## config.mk

```make
export PLATFORM = sky130hd
export DESIGN_NAME = csr_timer_flat
export DESIGN_NICKNAME = d
export VERILOG_FILES = /design/src/rtl/csr_timer_if.sv /design/src/rtl/csr_timer.sv /design/src/flat_wrapper.sv
export SDC_FILE = /design/constraint.sdc
export NUM_CORES = 1
export LEC_CHECK = 0
export ABC_AREA = 1
export CAP_MARGIN = 25
export CORE_UTILIZATION = 56
export DETAILED_ROUTE_END_ITERATION = 6
export GPL_ROUTABILITY_DRIVEN = 0
export PLACE_DENSITY = 0.83
export SKIP_LAST_GASP = 1
export SYNTH_ARGS = -nofsm -noshare
export SYNTH_HDL_FRONTEND = slang
export SYNTH_SLANG_ARGS = --single-unit
export TNS_END_PERCENT = 5
```

## constraint.sdc

```tcl
create_clock -name clk -period 3.2 [get_ports clk]
set_clock_uncertainty 0.05 [all_clocks]
set_input_delay 0.48 -clock clk [delete_from_list [all_inputs] [get_ports clk]]
set_output_delay 0.48 -clock clk [all_outputs]
set_load 0.01 [all_outputs]
```

## src/rtl/csr_timer_if.sv

```systemverilog
// CSR access bus between the core and csr_timer: instruction fields in, config read data out.
interface csr_timer_if;
   localparam int unsigned AddrW = 12;
   localparam int unsigned OpW   = 3;
   localparam int unsigned ZimmW = 5;
   localparam int unsigned DataW = 32;

   logic             csr_enable;
   logic [AddrW-1:0] csr_addr;
   logic [OpW-1:0]   csr_op;
   logic [ZimmW-1:0] rs1_zimm;
   logic [DataW-1:0] rs1_data;
   logic [DataW-1:0] direct_out;

   modport master (
      output csr_enable, csr_addr, csr_op, rs1_zimm, rs1_data,
      input  direct_out
   );

   modport slave (
      input  csr_enable, csr_addr, csr_op, rs1_zimm, rs1_data,
      output direct_out
   );
endinterface

```

## src/rtl/csr_timer.sv

```systemverilog
// CSR-programmed periodic timer: config = {counter_top, prescaler}, pulse every counter_top << prescaler cycles.
// Optional one-shot mode (config bit 20) enabled by defining CSR_TIMER_ONESHOT_EN.
module csr_timer #(
   parameter logic [11:0] CsrAddr = 12'h400
) (
   input  logic        clk,
   input  logic        reset,
   csr_timer_if.slave  bus,
   output logic        interrupt
);

   localparam int unsigned DataW  = 32;
   localparam int unsigned TopW   = 16;
   localparam int unsigned PreW   = 4;
   localparam int unsigned TopLsb = 4;
   localparam int unsigned TopMsb = TopLsb + TopW - 1;
`ifdef CSR_TIMER_ONESHOT_EN
   localparam int unsigned CfgW   = 21;
`else
   localparam int unsigned CfgW   = 20;
`endif

   typedef enum logic {
      S_IDLE = 1'b0,
      S_RUN  = 1'b1
   } state_t;

   state_t           r_state;
   state_t           w_state_nxt;
   logic [CfgW-1:0]  r_cfg;
   logic [CfgW-1:0]  w_cfg_nxt;
   logic [CfgW-1:0]  w_cfg_wr;
   logic [DataW-1:0] r_cnt;
   logic [DataW-1:0] w_cnt_nxt;
   logic             r_irq;
   logic             w_irq_nxt;

   logic [DataW-1:0] w_operand;
   logic [DataW-1:0] w_result;
   logic             w_op_valid;
   logic             w_wr;
   logic [TopW-1:0]  w_top;
   logic [PreW-1:0]  w_pre;
   logic [DataW-1:0] w_compare;
   logic [DataW-1:0] w_cmp_last;
   logic             w_expire;
   logic             w_oneshot;

   // Read port always shows the stored value, so the pre-write value is seen during an access.
   assign bus.direct_out = DataW'(r_cfg);
   assign interrupt      = r_irq;

   assign w_top      = r_cfg[TopMsb:TopLsb];
   assign w_pre      = r_cfg[PreW-1:0];
   assign w_compare  = DataW'(w_top) << w_pre;
   assign w_cmp_last = w_compare - DataW'(1);

`ifdef CSR_TIMER_ONESHOT_EN
   assign w_oneshot = r_cfg[CfgW-1];
`else
   assign w_oneshot = 1'b0;
`endif

   // Operand select and read-modify-write; funct3[2] picks the zero-extended immediate.
   assign w_operand = bus.csr_op[2] ? DataW'(bus.rs1_zimm) : bus.rs1_data;

   always_comb begin
      w_op_valid = 1'b1;
      w_result   = w_operand;
      case (bus.csr_op[1:0])
         2'b01:   w_result = w_operand;
         2'b10:   w_result = DataW'(r_cfg) | w_operand;
         2'b11:   w_result = DataW'(r_cfg) & ~w_operand;
         default: w_op_valid = 1'b0;
      endcase
   end

   assign w_cfg_wr = CfgW'(w_result);
   assign w_wr     = bus.csr_enable && (bus.csr_addr == CsrAddr) && w_op_valid;
   assign w_expire = (r_state == S_RUN) && (r_cnt == w_cmp_last);

   // Next-state logic: a write always wins over an expiry in the same cycle.
   always_comb begin
      w_state_nxt = r_state;
      w_cfg_nxt   = r_cfg;
      w_cnt_nxt   = r_cnt;
      w_irq_nxt   = 1'b0;
      if (w_wr) begin
         w_cfg_nxt   = w_cfg_wr;
         w_cnt_nxt   = '0;
         w_state_nxt = (w_cfg_wr[TopMsb:TopLsb] != '0) ? S_RUN : S_IDLE;
      end else begin
         case (r_state)
            S_IDLE: begin
               w_cnt_nxt = '0;
            end
            S_RUN: begin
               if (w_expire) begin
                  w_cnt_nxt = '0;
                  w_irq_nxt = 1'b1;
                  if (w_oneshot) begin
                     w_state_nxt = S_IDLE;
                  end
               end else begin
                  w_cnt_nxt = r_cnt + DataW'(1);
               end
            end
            default: begin
               w_state_nxt = S_IDLE;
               w_cnt_nxt   = '0;
            end
         endcase
      end
   end

   always_ff @(posedge clk) begin
      if (!reset) begin
         r_state <= S_IDLE;
      end else begin
         r_state <= w_state_nxt;
      end
   end

   always_ff @(posedge clk) begin
      if (!reset) begin
         r_cfg <= '0;
         r_cnt <= '0;
         r_irq <= 1'b0;
      end else begin
         r_cfg <= w_cfg_nxt;
         r_cnt <= w_cnt_nxt;
         r_irq <= w_irq_nxt;
      end
   end

endmodule

```

## src/flat_wrapper.sv

```systemverilog
// flat-port wrapper written by rule: the top's interface ports become plain ports
module csr_timer_flat 
#(
   parameter logic [11:0] CsrAddr = 12'h400
)
  (clk, reset, interrupt, bus_csr_enable, bus_csr_addr, bus_csr_op, bus_rs1_zimm, bus_rs1_data, bus_direct_out);
  csr_timer_if bus_i ();
  input  logic clk;
  input  logic reset;
  output logic interrupt;
  input wire logic [$bits(bus_i.csr_enable)-1:0] bus_csr_enable;
  input wire logic [$bits(bus_i.csr_addr)-1:0] bus_csr_addr;
  input wire logic [$bits(bus_i.csr_op)-1:0] bus_csr_op;
  input wire logic [$bits(bus_i.rs1_zimm)-1:0] bus_rs1_zimm;
  input wire logic [$bits(bus_i.rs1_data)-1:0] bus_rs1_data;
  output wire logic [$bits(bus_i.direct_out)-1:0] bus_direct_out;
  assign bus_i.csr_enable = bus_csr_enable;
  assign bus_i.csr_addr = bus_csr_addr;
  assign bus_i.csr_op = bus_csr_op;
  assign bus_i.rs1_zimm = bus_rs1_zimm;
  assign bus_i.rs1_data = bus_rs1_data;
  assign bus_direct_out = bus_i.direct_out;
  csr_timer #(.CsrAddr(CsrAddr)) u_core (.clk(clk), .reset(reset), .bus(bus_i), .interrupt(interrupt));
endmodule
```

==> flow_metrics.tcl <==
set metrics [dict create \
    status "complete, no violations" \
    insertion_delay_ps 310 \
    critPathLaunchType "flip-flop" \
    drv_cap 0 \
    std_cell_rows 36 \
    nNetsFinal 1091 \
    slew_violations 0 \
    grt_max_degree 40 \
    synth_ff_type "dfxtp_1" \
    wl_met3_um 969 \
    port_buffers 63 \
    yosysMostFrequentCell "nand2_1" \
    synth_edf_count 0 \
    io_pins 88 \
    route.met2.wl_um 6738 \
    drive_gt1_frac 0.1083 \
    cp-end-kind "flip-flop" \
    cts_buffers 5 \
    r2r_start "u_core.r_cfg[0]$_SDFFE_PN0P_" \
    endpoint "u_core.r_cnt[4]$_SDFF_PP0_" \
    top_layer_used "met4" \
    dieArea_um2 10580 \
    yosys-top-cells-area "dfxtp_1 19%, nand2_1 18%, nand3_1 12%" \
    seq_area_frac_synth 0.1897 \
    fin_area_um2 6482 \
    max-slew-margin-rel 0.6015 \
    period_needed_ps 2991 \
    hold_viol 0 \
    diodes 0 \
    viasPerCell 5.237 \
    setup.worst_path.start "u_core.r_cfg[0]$_SDFFE_PN0P_" \
    die_height_um 102.9 \
    netlist_area_um2 5699 \
    htreeDepth 2 \
    r2r_cells 20 \
    dr.pass1.iters 5 \
    ir_worst_vdd_v 0.0001499 \
    path_class "flip-flop to flip-flop" \
    leakage_nw 2.891 \
    muxShareOfSynthArea 0.007025 \
    holdBufCountCts 0 \
    syn-mean-instance-area_um2 5.827 \
    coreArea_um2 9819 \
    async_reset_ff_frac 0 \
    cts_tree "yes" \
    worst-r2r-setup-slack_ps 210 \
    ys_top_cells_by_count "274 x nand2_1, 142 x nand3_1, 115 x inv_1" \
    cts_max_path_buffers 2 \
    grtUsageTotal 0.3019 \
    clk_pin_slew_ps 100 \
    grt_pass1_vias 5553 \
    synthXorXnorAreaFrac 0.08299 \
    wl_met1_um 6988 \
    detailedPlacementHpwl_um 12050 \
    antenna_found_initial 0 \
    required_ps 3350 \
    place_inst 1160 \
    synthSimpleGateAreaFrac 0.4973 \
    crit_path_max_fanout 22 \
    worstMarginPinSlew_ps 593.1 \
    fmax_ghz 0.3343 \
    synth_fa_ha_area_frac 0.004391 \
    synth-seq-cells 54 \
    wire_per_inst_um 12.79 \
    synth_top_family_by_area "simple AND/OR/NAND/NOR gates" \
    hp-class "flip-flop to flip-flop" \
    wirelength_um 14930 \
    yosysTopAreaCell "dfxtp_1" \
    cts.sinks 54 \
    cp.arrival_ps 3140 \
    synth.top_cell.area_share 0.1897 \
    final_cell_count_no_fill 1167 \
    die_w_um 102.9 \
    synthDistinctLibCells 42 \
    cts-root-buf "clkbuf_8" \
    fin_crit_sh 0.9348 \
    finalSetupViolCount 0 \
    drt_iter0_drc 401 \
    p_per_area_nw_per_um2 180.4 \
    cts_setup_buffers 0 \
    vias 6111 \
    reg2reg_to "u_core.r_cnt[4]$_SDFF_PP0_" \
    rsz0062_at_grt "yes" \
    syn_inst 978 \
    drc 0 \
    ant_nets 0 \
    gr-total-overflow 0 \
    grt_pass1_wl_um 25450 \
    synth-warning-count 0 \
    synth-compound-area-share 0.08035 \
    placed_cell_area_um2 6387 \
    syn2layout_area_growth_pct 13.74 \
    initial_core_util 0.5804 \
]
where the power goes:
part	leakage, nW	internal, mW	switching [mW]
Combinational	2.42	0.0644	0.0597
Clock	0.0383	0.152	0.222
Sequential	0.435	0.671	0.0000595
Total	2.89	0.888	0.282
critical path: stages (launching register included):
cell     delay [ps]
dfxtp_2         370
buf_4           160
nand2_1          90
nand2_1         120
nand4_1         120
ha_1            250
xnor2_1         140
or2_2           300
a21oi_2         170
nand2_1          70
nor2_1          100
nand2_1          50
nor2_1          100
nand2_1         100
nor2_1          110
nand2_1          60
nor2_1           90
nand2_1          90
nand2_4          80
buf_12          190
nor2_2           50
registers in the layout (all words and copies together) (netlist names):
| signal | flops |
|---|---|
| u_core.r_state | 1 |
| u_core.r_cfg | 20 |
| u_core.r_cnt | 32 |
| u_core.interrupt | 1 |
cells in the final DEF, fill, tap and decap left out, types with 2 or more instances in the layout:
cell type and instances:
nor2_2 39, nor3_1 8, o21ai_0 50, inv_1 115, o21bai_1 2, mux2i_1 4, nand2_2 14, xor2_1 47
xnor2_1 7, dfxtp_1 53, nand3_2 14, and2_1 2, nand3b_1 3, clkbuf_8 5, nor2_4 5, nand2_1 274
ha_1 2, o21ai_1 3, clkbuf_1 2, o21a_1 2, inv_2 4, conb_1 12, a21oi_1 25, nand4_1 19
nor2_1 79, buf_4 20, nand3_1 142, clkdlybuf4s50_1 63, nor4_1 3
cell families (layout without fill, tap and decap cells):
family | after synthesis | after routing
AOI/OAI and AO/OA | 87 | 87
xor gates and xnor gates | 54 | 54
adders and majority gates | 2 | 2
buffers and inverters | 167 | 212
DFF | 54 | 54
muxes | 4 | 4
other | 1 | 12
and+or+nand+nor | 609 | 609
layer usage:
metal	vias up	track usage
li1	3206	-
met1	2686	0.4154
met2	203	0.5021
met3	16	0.04068
met4	0	0.06609
met5	-	0
worst min path at each step:
stage                               start                    endpoint  slack, ps  cells after the start
2_1_floorplan  u_core.r_cnt[0]$_SDFF_PP0_  u_core.r_cnt[0]$_SDFF_PP0_        400                      1
3_3_place_gp   u_core.r_cnt[0]$_SDFF_PP0_  u_core.r_cnt[0]$_SDFF_PP0_        420                      1
3_5_place_dp   u_core.r_cnt[0]$_SDFF_PP0_  u_core.r_cnt[0]$_SDFF_PP0_        420                      1
4_1_cts        u_core.r_cnt[0]$_SDFF_PP0_  u_core.r_cnt[0]$_SDFF_PP0_        450                      1
5_1_grt        u_core.r_cnt[0]$_SDFF_PP0_  u_core.r_cnt[0]$_SDFF_PP0_        460                      1
6_report       u_core.r_cnt[0]$_SDFF_PP0_  u_core.r_cnt[0]$_SDFF_PP0_        440                      1
area by class of cell:
type,instances,area [um^2]
clock buffer,7,76.32
multi-input combinational,768,3892
timing repair buffer,85,812.0
inverter,120,452.9
sequential,54,1082
tap,133,166.4
fill,963,3337
timing repair:
action,4_1_cts,5_1_grt
setup endpoints to repair,0,32
endpoints found under the hold margin,0,0
gates resized for setup,0,7
metrics by stage:
stage / worst slack (ps) / util / power, mW / TNS [ps] / hold slack (ps)
finish: 208.7 / 0.6602 / 1.170 / 0 / 444.9
global route: -10.91 / 0.6602 / 1.215 / -17.84 / 464.4
CTS: 115.3 / 0.6583 / 1.183 / 0 / 447.5
detailed placement: 139.8 / 0.6505 / 0.8094 / 0 / 422.4
global placement: 213.7 / 0.6505 / 0.8077 / 0 / 419.4
floorplan: 508.0 / - / 0.7518 / 0 / 400.3
Power figures use the tool's default switching activity.
